--- src/rtl/riscv_fetch.sv ---
// Instruction-fetch front end: owns the fetch PC, issues word requests and buffers
// returned instructions in a 2-entry queue handed to decode over valid/ready.
module riscv_fetch #(
   parameter int unsigned     XLEN     = 64,
   parameter logic [XLEN-1:0] RESET_PC = {XLEN{1'b0}},
   parameter int unsigned     DEPTH    = 2
) (
   input  logic            clk,
   input  logic            resetn,
   output logic            imem_req_valid,
   input  logic            imem_req_ready,
   output logic [XLEN-1:0] imem_req_addr,
   input  logic            imem_rsp_valid,
   input  logic [31:0]     imem_rsp_data,
   input  logic            redirect_valid,
   input  logic [XLEN-1:0] redirect_pc,
   output logic            out_valid,
   input  logic            out_ready,
   output logic [XLEN-1:0] out_pc,
   output logic [31:0]     out_instr,
   output logic [XLEN-1:0] pc,
   output logic [XLEN-1:0] next_pc
);

   localparam logic [2:0] DEPTH_C = 3'(DEPTH);

   function automatic logic [XLEN-1:0] inc4(input logic [XLEN-1:0] a);
      return a + {{(XLEN-3){1'b0}}, 3'd4};
   endfunction

   logic [XLEN-1:0] pc_r, rsp_pc_r, pc_n_s, rsp_pc_n_s, redir_pc_s;
   logic [1:0]      count_r, outst_r, drop_r;
   logic [1:0]      count_n_s, outst_n_s, drop_n_s;
   logic            head_r, head_n_s, tail_s;
   logic [2:0]      credit_s;
   logic            req_valid_s, req_fire_s, rsp_keep_s, pop_s, wr_s;
   logic [XLEN-1:0] buf_pc_r    [0:1];
   logic [31:0]     buf_instr_r [0:1];

   // Handshake decode; buffer slots are credit-reserved against outstanding requests
   always_comb begin
      credit_s    = {1'b0, count_r} + {1'b0, outst_r} - {1'b0, drop_r};
      req_valid_s = resetn && !redirect_valid && (credit_s < DEPTH_C);
      req_fire_s  = req_valid_s && imem_req_ready;
      rsp_keep_s  = imem_rsp_valid && (drop_r == 2'd0);
      pop_s       = (count_r != 2'd0) && out_ready;
      wr_s        = rsp_keep_s && !redirect_valid;
      tail_s      = head_r ^ count_r[0];
      redir_pc_s  = redirect_pc & {{(XLEN-2){1'b1}}, 2'b00};
   end

   // Next-state computation; a redirect overrides every other update
   always_comb begin
      pc_n_s     = pc_r;
      rsp_pc_n_s = rsp_pc_r;
      count_n_s  = count_r;
      outst_n_s  = outst_r;
      drop_n_s   = drop_r;
      head_n_s   = head_r;
      if (redirect_valid) begin
         pc_n_s     = redir_pc_s;
         rsp_pc_n_s = redir_pc_s;
         count_n_s  = 2'd0;
         outst_n_s  = outst_r - {1'b0, imem_rsp_valid};
         // everything still in flight belongs to the old path
         drop_n_s   = outst_r - {1'b0, imem_rsp_valid};
      end else begin
         if (req_fire_s) begin
            pc_n_s = inc4(pc_r);
         end else begin
            pc_n_s = pc_r;
         end
         if (rsp_keep_s) begin
            rsp_pc_n_s = inc4(rsp_pc_r);
         end else begin
            rsp_pc_n_s = rsp_pc_r;
         end
         if (imem_rsp_valid && (drop_r != 2'd0)) begin
            drop_n_s = drop_r - 2'd1;
         end else begin
            drop_n_s = drop_r;
         end
         if (pop_s) begin
            head_n_s = ~head_r;
         end else begin
            head_n_s = head_r;
         end
         outst_n_s = outst_r + {1'b0, req_fire_s} - {1'b0, imem_rsp_valid};
         count_n_s = count_r + {1'b0, rsp_keep_s} - {1'b0, pop_s};
      end
   end

   // Control and PC state registers
   always_ff @(posedge clk or negedge resetn) begin
      if (!resetn) begin
         pc_r     <= RESET_PC;
         rsp_pc_r <= RESET_PC;
         count_r  <= 2'd0;
         outst_r  <= 2'd0;
         drop_r   <= 2'd0;
         head_r   <= 1'b0;
      end else begin
         pc_r     <= pc_n_s;
         rsp_pc_r <= rsp_pc_n_s;
         count_r  <= count_n_s;
         outst_r  <= outst_n_s;
         drop_r   <= drop_n_s;
         head_r   <= head_n_s;
      end
   end

   // Instruction buffer storage, written at the tail by accepted responses
   always_ff @(posedge clk or negedge resetn) begin
      if (!resetn) begin
         buf_pc_r[0]    <= RESET_PC;
         buf_pc_r[1]    <= RESET_PC;
         buf_instr_r[0] <= 32'h0;
         buf_instr_r[1] <= 32'h0;
      end else if (wr_s) begin
         buf_pc_r[tail_s]    <= rsp_pc_r;
         buf_instr_r[tail_s] <= imem_rsp_data;
      end
   end

   assign imem_req_valid = req_valid_s;
   assign imem_req_addr  = pc_r;
   assign pc             = pc_r;
   assign next_pc        = inc4(pc_r);
   assign out_valid      = (count_r != 2'd0);
   assign out_pc         = buf_pc_r[head_r];
   assign out_instr      = buf_instr_r[head_r];

endmodule

--- config.mk ---
export PLATFORM = sky130hd
export DESIGN_NAME = riscv_fetch
export DESIGN_NICKNAME = d
export VERILOG_FILES = /design/src/rtl/riscv_fetch.sv
export SDC_FILE = /design/constraint.sdc
export NUM_CORES = 1
export LEC_CHECK = 0
export CAP_MARGIN = 20
export CORE_AREA = 2 2 151 264
export CTS_CLUSTER_DIAMETER = 100
export CTS_CLUSTER_SIZE = 25
export DETAILED_ROUTE_END_ITERATION = 8
export DIE_AREA = 0 0 153 266
export GPL_TIMING_DRIVEN = 0
export HOLD_SLACK_MARGIN = 0.05
export PLACE_DENSITY = 0.76
export SETUP_SLACK_MARGIN = 0.2
export SYNTH_ARGS = -nofsm -noshare
export SYNTH_HDL_FRONTEND = slang
export SYNTH_SLANG_ARGS = --single-unit
--- constraint.sdc ---
create_clock -name clk -period 6.5 [get_ports clk]
set_input_delay 1.3 -clock clk [delete_from_list [all_inputs] [get_ports clk]]
set_output_delay 1.3 -clock clk [all_outputs]
set_load 0.01 [all_outputs]
# --- Yosys cells after proc, flatten, opt, wreduce, memory -nomap -nowiden ---
# Index checks and enable logic that the tools add are counted.
totals:
  reg_bits: 327
  input_bits: 102
  wordCells: 65
op_classes:
  n_addsub: 10
  n_lt_le_gt_ge: 4
  mux: 20
  bitwise_logic: 5
  n_reduce_logical: 16
ops:
  columns: ["cell", "n"]
  rows:
  - ["64-bit two-way mux", 8]
  - ["64-bit by 3-bit adder with 64-bit output, second input constant", 2]
  - ["128-bit bitwise mux", 1]
  - ["32-bit two-way mux", 4]
  - ["64-bit bitwise mux", 1]
  - ["64-bit demux with 1-bit select", 1]
  - ["32-bit demux with 1-bit select", 1]
  - ["2-bit nonzero test", 5]
  - ["1-bit logical AND", 8]
  - ["2-bit two-way mux", 4]
  - ["2-bit by 1-bit subtractor with 2-bit output", 3]
  - ["2-bit by 1-bit adder with 2-bit output", 2]
  - ["2-bit greater-or-equal comparator, second input constant", 2]
  - ["1-bit NOT with 2-bit output", 2]
  - ["2-bit by 2-bit adder with 3-bit output", 1]
  - ["3-bit by 2-bit less-than comparator with 1-bit output, second input constant", 1]
  - ["3-bit by 2-bit subtractor with 3-bit output", 1]
  - ["2-bit zero test", 1]
  - ["2-bit by 1-bit less-than comparator with 1-bit output, second input constant", 1]
  - ["1-bit NOT", 2]
  - ["2-bit AND reduction", 1]
  - ["2-bit by 1-bit subtractor with 2-bit output, second input constant", 1]
  - ["1-bit zero test", 1]
  - ["1-bit bitwise XOR", 1]

# --- Longest topological paths before layout ---
depth:
  word_depth: 8
  ltp_mapped: 16

# --- Worst setup path before layout ---
# Ideal clock, no wire load.
synth_timing:
  path_kind: "register -> output"
  start: "reg pc_r[2] (netlist: imem_req_addr[2])"
  end: "out next_pc[34]"
  arrival_time_ns: 2.291
  t_required_ns: 5.200
  slack_ns: 2.909
  stages_incl_launch_ff: 8
  path_cell_list: "dfrtp_1 ha_1 nand4_2 or4_4 or3_1 nor2_1 nand3_1 xnor2_1"
synth_via:
  elab_chain_len: 1
synth_lines:
  columns: ["item", "line", "text"]
  rows:
  - ["start: declaration", "31", "logic [XLEN-1:0] pc_r, rsp_pc_r, pc_n_s, rsp_pc_n_s, redir_pc_s;"]
  - ["start signal: assignment", "103", "pc_r <= pc_n_s;"]
  - ["64-bit by 3-bit adder with 64-bit output", "28", "return a + {{(XLEN-3){1'b0}}, 3'd4};"]
  - ["end: declaration", "22", "output logic [XLEN-1:0] next_pc"]
# No other way between the ends.

# --- Worst setup path after layout ---
layout_timing:
  start: "in resetn"
  end: "out imem_req_valid"
layout_via:
  elab_chain_len: 2
layout_lines:
  columns: ["item", "line", "text"]
  rows:
  - ["start: declaration", "9", "input logic resetn,"]
  - ["1-bit logical AND (2 in series)", "43", "req_valid_s = resetn && !redirect_valid && (credit_s < DEPTH_C);"]
  - ["end: declaration", "10", "output logic imem_req_valid,"]
# No other way between the ends.

==> metrics.yaml <==
sta:
  period_share_pct: 92.1
  hold_viol: 0
  finalSetupViolCount: 0
  setup_tns_ns: 0
  fmax_mhz: 167
  worstMarginPinSlew_ns: 1.14
  hold_slack_ns: 0.506
  skew_ns: 0.0153
  rsz0062_at_grt: "false"
  relSlewSlack_pct: 23.4
  maxSlewViolCount: 0
  post-route-min-period_ns: 5.98
routing:
  via_count: 14400
  wl_mm: 59.6
  drt-pass1-iter-count: 8
  drt_iter0_markers: 1069
  post_drt_wl_per_cell_um: 24.1
  drc: 0
  vias_per_cell: 5.80
  drtAntennaViolNets: 0
synth:
  synth_ff_type: "dfrtp_1"
  yosys.cell_count.top_type: "dfrtp_1"
  netlist.area_leader.share_pct: 46.5
  async_flop_share_pct: 100
  yosys.cell_types.count: 61
  syn_inst: 1576
  synth_edf_count: 0
  ys_warn_count: 0
  synth_area_per_cell_um2: 10.9
  netlist_top_cells_count: "dfrtp_1 (319), mux2_2 (291), nand2_1 (133)"
  ys_ff_latch: 319
  syn-cell-area_um2: 17200
  yosysSeqAreaShare_pct: 46.5
  synth_top_cell_by_area: "dfrtp_1"
  synth_area_leaders: "dfrtp_1 (46%), mux2_2 (19%), xnor2_1 (4.1%), buf_4 (3.2%), nand2_1 (2.9%)"
placement:
  port_buffers: 381
  place_hpwl_mm: 45.9
  gp_congestion: 1.03
power_and_ir_drop:
  power_density_nw_per_um2: 376
  seq_power_share_pct: 38.0
  p_int_mw: 5.41
  power_frac_clock_pct: 13.5
  irDropWorstVdd_uv: 162
  power_mw: 8.32
  leakage_nw: 9.13
  p_comb_share_pct: 48.5
  switching_share_pct: 35.0
  power_switching_mw: 2.91
clocking:
  cts_tree: "done"
  htreeDepth: 1
  cts_setup_buffers: 0
  cts_resized: 0
  cts.clk_slew.worst_paths_ns: 0.09
  cts_sinks: 319
  cts_root_buf: "clkbuf_16"
  worstSkewPairLatency_ns: 0.52
  numCtsBuffers: 16
  hold_buffers: 0
  cts_buffer_depth: 3
floorplan:
  rows: 96
  die_height_um: 266
  coreArea_um2: 38800
  start_util_pct: 44.3
  die_w_um: 153
  dieArea_um2: 40700
  ios: 392
final_layout:
  area_growth_pct: 28.8
  final_net_count: 2097
  final_layout_size_suffix_gt1_share_pct: 21.0
  fin_util_pct: 57.0
  n_fill_cell: 3335
  diodes: 0
worst_setup_path:
  crit_path_top_delay_cell: "clkdlybuf4s50_1"
  start_kind: "input pin"
  slowest_delay_ns: 0.59
  worstPathRequired_ns: 5.20
  crit_arrival_ns: 4.68
  path_common_cell: "buf_16"
  cp_cell_sequence: "buf_8 -> buf_16 -> buf_16 -> nand3_1 -> clkbuf_1 -> nor2_1 -> clkdlybuf4s50_1"
  endpoint_kind: "primary output"
  crit_type: "in2out"
  worstPathMaxFanout: 128
run:
  maxCapViolCount: 0
hold_path:
  hp-class: "reg2reg"
outcome:
  status: "complete, no violations"
global_route:
  antenna_found_initial: 0
  track_usage_pct: 28.5
  grt_max_degree: 129
  grt_pass1_vias: 15000
  grt_pass1_wl_mm: 89.2
  overflow: 0
[cell families after synthesis]
group / after synthesis / synth area share [%]
flops: 319 / 46.5
xor+xnor: 130 / 6.63
fa+ha+maj: 11 / 0.889
compound gates: 174 / 6.85
simple gates: 455 / 14.0
mux: 296 / 19.4
other cells: 1 / 0.0218
buf+inv: 190 / 5.78
[placed cells by master (no fill, tap or decap), drive strengths merged, types with 28 or more instances in the layout]
cell	count
nand2	133
nor3	32
nor2	64
o311ai	28
dfrtp	319
mux2	291
nand4	37
clkbuf	94
o21ai	74
xnor2	80
inv	30
clkdlybuf4s50	380
buf	86
xor2	50
nand3	84
[registers in the layout (all words and copies together), names as in the netlist]
register / count
buf_instr_r: 64
head_r: 1
outst_r: 2
drop_r: 2
rsp_pc_r: 62
buf_pc_r: 124
imem_req_addr: 62
count_r: 2
[power by group through the flow]
| stage | clock network, mW | logic (mW) | registers, mW |
|---|---|---|---|
| after global placement | 0 | 3.96 | 3.15 |
| after floorplan | 0 | 2.09 | 3.04 |
| final | 1.12 | 4.03 | 3.16 |
| after detailed placement | 0 | 4.02 | 3.20 |
| after CTS | 1.14 | 4.05 | 3.16 |
| after global routing | 1.20 | 4.26 | 3.26 |
[per-layer routing]
metal,global-route usage (%),wire length (µm),share of wire (%),up-vias
met5,0,0,0,-
met4,18.9,4410,7.4,0
met3,2.75,3310,5.6,185
met2,51.2,30600,51,697
met1,31.9,21300,36,7124
li1,-,-,-,6346
[area by class of cell]
cell class,instances,area (µm²),share of cell area [%]
buffer,160,880,3.98
clock buffer,17,425,1.92
sequential,319,7980,36.1
clock inverter,1,8.76,0.0396
timing repair buffer,383,3870,17.5
inverter,30,113,0.509
tap,490,613,2.77
multi-input combinational,1074,8230,37.2
[metrics by stage]
step	worst slack [ns]	area, µm²	std cells
finish	0.516	22100	2474
global placement	-12.83	21600	2454
global route	0.209	22100	2474
detailed placement	0.313	21700	2456
floorplan	2.91	17200	1583
CTS	0.415	22100	2474
[final timing paths]
path	depth (start not counted)	endpoint	slack, ns	start
setup / recovery	7	imem_req_valid	0.52	resetn
hold / removal	1	buf_pc_r[32]	0.51	buf_pc_r[32]
setup reg to reg	15	outst_r[1]	1.74	count_r[1]
hold reg to reg	1	buf_pc_r[32]	0.51	buf_pc_r[32]
max in group asynchronous	3	buf_instr_r[19]	4.10	resetn
min in group asynchronous	1	buf_pc_r[40]	0.78	resetn
[worst max-delay path: cells and delay by family]
family	cells	cell delay (ns)
simple gates	2	0.74
buf+inv	5	2.48
Power figures use the tool's default switching activity.
